===== src/rtl/aq_gemac_erx_reader.sv =====
// rtl/aq_gemac_erx_reader.sv - drains ERX buffer frames into a byte stream with filtering
module aq_gemac_erx_reader #(
  parameter logic [15:0] MIN_LEN  = 16'd14,
  parameter logic [15:0] MAX_LEN  = 16'd1518,
  parameter bit          DROP_ERR = 1'b1
) (
  input  logic        CLK,
  input  logic        RST,
  output logic        ERX_BUFF_RE,
  input  logic [31:0] ERX_BUFF_DATA,
  input  logic        ERX_BUFF_EMPTY,
  input  logic        ERX_BUFF_VALID,
  input  logic [15:0] ERX_BUFF_LENGTH,
  input  logic [15:0] ERX_BUFF_STATUS,
  output logic [7:0]  OUT_DATA,
  output logic        OUT_VALID,
  input  logic        OUT_READY,
  output logic        OUT_SOF,
  output logic        OUT_EOF,
  output logic        OUT_ERR,
  output logic [15:0] OUT_STATUS,
  output logic [15:0] FRAME_CNT,
  output logic [15:0] DROP_CNT
);

  localparam logic [2:0] S_IDLE    = 3'd0;
  localparam logic [2:0] S_HEAD    = 3'd1;
  localparam logic [2:0] S_RD      = 3'd2;
  localparam logic [2:0] S_WT      = 3'd3;
  localparam logic [2:0] S_EMIT    = 3'd4;
  localparam logic [2:0] S_DROP_RD = 3'd5;
  localparam logic [2:0] S_DROP_WT = 3'd6;

  logic [2:0]  state;
  logic [14:0] word_cnt;   // words still to pop for the current frame
  logic [1:0]  len_lo;     // LENGTH[1:0], sizes the final word
  logic [31:0] shreg;
  logic [1:0]  idx;
  logic        first;      // next handshake is the frame's first byte

  logic [16:0] len_plus3;
  logic [14:0] words;
  logic        drop_frame;
  logic        last_word;
  logic [1:0]  last_idx;
  logic        byte_last;

  // Head-of-frame decode: word count and filter decision from the live header
  always_comb begin
    len_plus3  = {1'b0, ERX_BUFF_LENGTH} + 17'd3;
    words      = (ERX_BUFF_LENGTH == 16'd0) ? 15'd1 : len_plus3[16:2];
    drop_frame = (ERX_BUFF_LENGTH < MIN_LEN) || (ERX_BUFF_LENGTH > MAX_LEN) ||
                 (DROP_ERR && ERX_BUFF_STATUS[15]);
  end

  // Byte position within the word; the final word may be partial
  always_comb begin
    last_word = (word_cnt == 15'd0);
    last_idx  = (last_word && len_lo != 2'd0) ? len_lo - 2'd1 : 2'd3;
    byte_last = (idx == last_idx);
  end

  // Output stream decode; everything is a function of held state so it is stable under stall
  always_comb begin
    OUT_VALID   = (state == S_EMIT);
    ERX_BUFF_RE = (state == S_RD) || (state == S_DROP_RD);
    OUT_SOF     = OUT_VALID && first;
    OUT_EOF     = OUT_VALID && last_word && byte_last;
    OUT_ERR     = OUT_STATUS[15] && OUT_EOF;
    OUT_DATA    = 8'h00;
    if (OUT_VALID) begin
      case (idx)
        2'd0:    OUT_DATA = shreg[7:0];
        2'd1:    OUT_DATA = shreg[15:8];
        2'd2:    OUT_DATA = shreg[23:16];
        default: OUT_DATA = shreg[31:24];
      endcase
    end
  end

  // Frame sequencer: header latch, word pops, byte emission, drop draining, counters
  always_ff @(posedge CLK) begin
    if (RST) begin
      state      <= S_IDLE;
      word_cnt   <= 15'd0;
      len_lo     <= 2'd0;
      shreg      <= 32'd0;
      idx        <= 2'd0;
      first      <= 1'b0;
      OUT_STATUS <= 16'd0;
      FRAME_CNT  <= 16'd0;
      DROP_CNT   <= 16'd0;
    end else begin
      case (state)
        S_IDLE: begin
          if (!ERX_BUFF_EMPTY) state <= S_HEAD;
        end
        S_HEAD: begin
          len_lo     <= ERX_BUFF_LENGTH[1:0];
          OUT_STATUS <= ERX_BUFF_STATUS;
          word_cnt   <= words;
          first      <= 1'b1;
          state      <= drop_frame ? S_DROP_RD : S_RD;
        end
        S_RD: begin
          word_cnt <= word_cnt - 15'd1;
          state    <= S_WT;
        end
        S_WT: begin
          if (ERX_BUFF_VALID) begin
            shreg <= ERX_BUFF_DATA;
            idx   <= 2'd0;
            state <= S_EMIT;
          end
        end
        S_EMIT: begin
          if (OUT_READY) begin
            first <= 1'b0;
            if (byte_last) begin
              if (last_word) begin
                FRAME_CNT <= FRAME_CNT + 16'd1;
                state     <= S_IDLE;
              end else begin
                state <= S_RD;
              end
            end else begin
              idx <= idx + 2'd1;
            end
          end
        end
        S_DROP_RD: begin
          word_cnt <= word_cnt - 15'd1;
          state    <= S_DROP_WT;
        end
        S_DROP_WT: begin
          if (ERX_BUFF_VALID) begin
            if (word_cnt == 15'd0) begin
              DROP_CNT <= DROP_CNT + 16'd1;
              state    <= S_IDLE;
            end else begin
              state <= S_DROP_RD;
            end
          end
        end
        default: state <= S_IDLE;
      endcase
    end
  end

endmodule

===== config.mk =====
export PLATFORM = sky130hd
export DESIGN_NAME = aq_gemac_erx_reader
export DESIGN_NICKNAME = d
export VERILOG_FILES = /design/src/rtl/aq_gemac_erx_reader.sv
export SDC_FILE = /design/constraint.sdc
export NUM_CORES = 1
export LEC_CHECK = 0
export CAP_MARGIN = 20
export CORE_MARGIN = 1
export CORE_UTILIZATION = 35
export DETAILED_ROUTE_END_ITERATION = 12
export PLACE_DENSITY = 0.66
export SLEW_MARGIN = 20
export SYNTH_ARGS = -nofsm -noshare
export SYNTH_HDL_FRONTEND = slang
export SYNTH_SLANG_ARGS = --single-unit

===== constraint.sdc =====
create_clock -name CLK -period 3.35 [get_ports CLK]
set_input_delay 0.8375 -clock CLK [delete_from_list [all_inputs] [get_ports CLK]]
set_output_delay 0.8375 -clock CLK [all_outputs]
set_load 0.005 [all_outputs]

==> impl_metrics.env <==
export IMPL_drc=0
export IMPL_nets=913
export IMPL_synth_compound_area_frac=0.154
export IMPL_die_w_microns=128
export IMPL_cp_end_kind="output pin"
export IMPL_ys_ff_latch=103
export IMPL_overflow=0
export IMPL_synth_area_leaders="dfxtp_1 37%, nand2_1 8.4%, a21oi_1 6.5%, nor2_1 4.9%, clkbuf_1 2.8%"
export IMPL_clock_sinks=103
export IMPL_syn_nets=783
export IMPL_drt_iter0_markers=350
export IMPL_fillers=1520
export IMPL_antenna_found_initial=0
export IMPL_track_usage=0.187
export IMPL_area_delta_synth_final_pct=35.0
export IMPL_fmax_mhz=302
export IMPL_num_antenna_cells=0
export IMPL_critPathMaxFanout=3
export IMPL_pin_count=130
export IMPL_cts_clk_slew_worst_paths_ns=0.07
export IMPL_worst_pin_slew_ns=0.696
export IMPL_synth_top_area_share=0.369
export IMPL_synth_cell_types=65
export IMPL_yosys_area_share_xor_xnor=0.0499
export IMPL_synth_area_sq_um=5590
export IMPL_cp_data_required_time_ns=2.51
export IMPL_grt_start_max_net_pins=62
export IMPL_fin_ws_ns=0.0438
export IMPL_yosys_area_share_adder=0.0201
export IMPL_vias=5361
export IMPL_dr_pass1_iters=5
export IMPL_synth_seq_area_share=0.369
export IMPL_p_leak_nw=2.60
export IMPL_arrival_ns=2.47
export IMPL_clock_path_buffers=2
export IMPL_multi_input_area_sq_um=3270
export IMPL_cts_made_buffers=9
export IMPL_core_sq_um=15400
export IMPL_yosysTopAreaCell="dfxtp_1"
export IMPL_syn_inst=705
export IMPL_drive_gt1_frac=0.129
export IMPL_drv_slew=0
export IMPL_design_die_area_sq_um=16500
export IMPL_die_h_microns=128
export IMPL_synth_main_ff_cell="dfxtp_1"
export IMPL_insertion_delay_ns=0.36
export IMPL_start_kind="register"
export IMPL_wl_per_cell_microns=14.5
export IMPL_ant_nets=0
export IMPL_fin_area_sq_um=7550
export IMPL_post_place_ws_ns=-0.0756
export IMPL_synth_common_cells="125 x nand2_1, 103 x dfxtp_1, 73 x a21oi_1, 73 x nor2_1, 42 x clkbuf_1"
export IMPL_period_minus_slack_ns=3.31
export IMPL_cts_max_level=3
export IMPL_grt_pass1_wl_microns=24400
export IMPL_cap_violations=0
export IMPL_timing_hold_violations_final=0
export IMPL_synth_simple_area_share=0.321
export IMPL_synth_edff_count=0
export IMPL_syn_area_per_cell_sq_um=7.93
export IMPL_std_cell_rows=45
export IMPL_regArea_sq_um=2070
export IMPL_crit_type="register to output pin"
export IMPL_rsz0062_at_grt="true"
export IMPL_yosysMostFrequentCell="nand2_1"
export IMPL_utilization=0.491
export IMPL_routed_wl_microns=15200
export IMPL_synthMuxAreaShare=0.0331
export IMPL_via_per_inst=5.10
export IMPL_cts_tree="built"
export IMPL_start_util=0.364
export IMPL_max_vdd_ir_drop_v=0.000413
export IMPL_outcome="finished clean"
export IMPL_cts_root_buf="clkbuf_16"
export IMPL_numPortBuffers=129
export IMPL_layout_worst_path_cycle_share=0.987
export IMPL_p_per_area_nw_per_um2=618
export IMPL_grt_pass1_vias=4829
export IMPL_place_gp_congestion=0.873
export IMPL_placed_area_sq_um=7180
export IMPL_yosysWarnings=0
export IMPL_dp_hpwl_microns=10800
export IMPL_synth_top_family_by_area="simple AND/OR/NAND/NOR gates"
export IMPL_finalSetupViolCount=0
export IMPL_finClkSkew_ns=0.00921
export IMPL_hp_class="register to register"
export IMPL_ys_async_sr_fraction=0
export IMPL_slew_headroom=0.535
cell families after synthesis:
kind of cell               after synthesis
AOI/OAI and AO/OA                      139
xor gates and xnor gates                31
adders and majority gates                9
buffers and inverters                   66
DFF                                    103
muxes                                   17
and+or+nand+nor                        340
worst paths after layout:
path | from | to | slack [ns] | cells after the start
max | word_cnt[0] | OUT_ERR | 0.04 | 9
min | OUT_STATUS[6] | OUT_STATUS[6] | 0.46 | 2
max reg2reg | word_cnt[0] | FRAME_CNT[11] | 0.59 | 10
min reg2reg | OUT_STATUS[6] | OUT_STATUS[6] | 0.46 | 2
layer usage:
metal / track usage / vias up / routed length (microns)
met5: 0 / - / 0
met3: 0.0358 / 9 / 769
li1: - / 2741 / -
met2: 0.289 / 147 / 6900
met4: 0.0567 / 0 / 168
met1: 0.262 / 2464 / 7400
area by class of cell:
type / instances / area share
Sequential cell: 103 / 0.274
Timing Repair Buffer: 170 / 0.212
Multi-Input combinational cell: 536 / 0.433
Tap cell: 211 / 0.0350
Clock inverter: 6 / 0.00696
Inverter: 15 / 0.00746
Clock buffer: 10 / 0.0317
through the flow:
step	power [mW]	setup TNS, ns	cells	hold WS (ns)
final	4.66	0	1051	0.455
after global routing	4.97	-0.116	1051	0.474
after CTS	4.66	0	1049	0.457
after detailed placement	3.56	-0.120	1030	0.446
after global placement	3.55	0	1030	0.442
after floorplan	2.94	0	705	0.436
cells in the final DEF, fill, tap and decap left out, types with 5 or more instances in the layout:
cell,instances
o41ai_1,5
nand4_1,14
nor4_2,9
inv_1,9
or2_2,5
a222oi_1,9
nor3_2,6
clkdlybuf4s50_1,126
buf_4,41
nor2b_1,15
nor3_1,17
nand3_1,18
nor2_1,73
dfxtp_1,98
xnor2_1,14
mux2_1,11
and3_1,9
nor4_1,8
mux2i_1,5
xor2_1,15
and2_1,8
a21oi_1,73
nand2_1,125
o21ai_0,16
or4_1,5
ha_1,6
clkbuf_16,9
where the power goes:
part,switching [mW],internal [mW]
Sequential,0.101,1.37
Combinational,1.27,0.875
Clock,0.509,0.537
registers in the layout (all words and copies together) (netlist names):
signal and cells:
first 1, DROP_CNT 16, OUT_STATUS 16, shreg 32, word_cnt 15, len_lo 2, state 3, FRAME_CNT 16
idx 2
timing repair:
action	4_1_cts	5_1_grt
endpoints found under the setup margin	5	4
pin swaps	7	5
cloned	0	0
gates resized for setup	18	9
hold buffers	0	0
buffers inserted	3	2
critical path: stages, from the launching register on:
cell	delay, ns
dfxtp_2	0.33
inv_2	0.05
ha_1	0.12
or4b_4	0.47
buf_6	0.15
nor4_4	0.33
xnor2_2	0.13
nor4_4	0.27
and2_1	0.17
buf_2	0.11
Note: power is estimated with default switching activity, not from simulation.
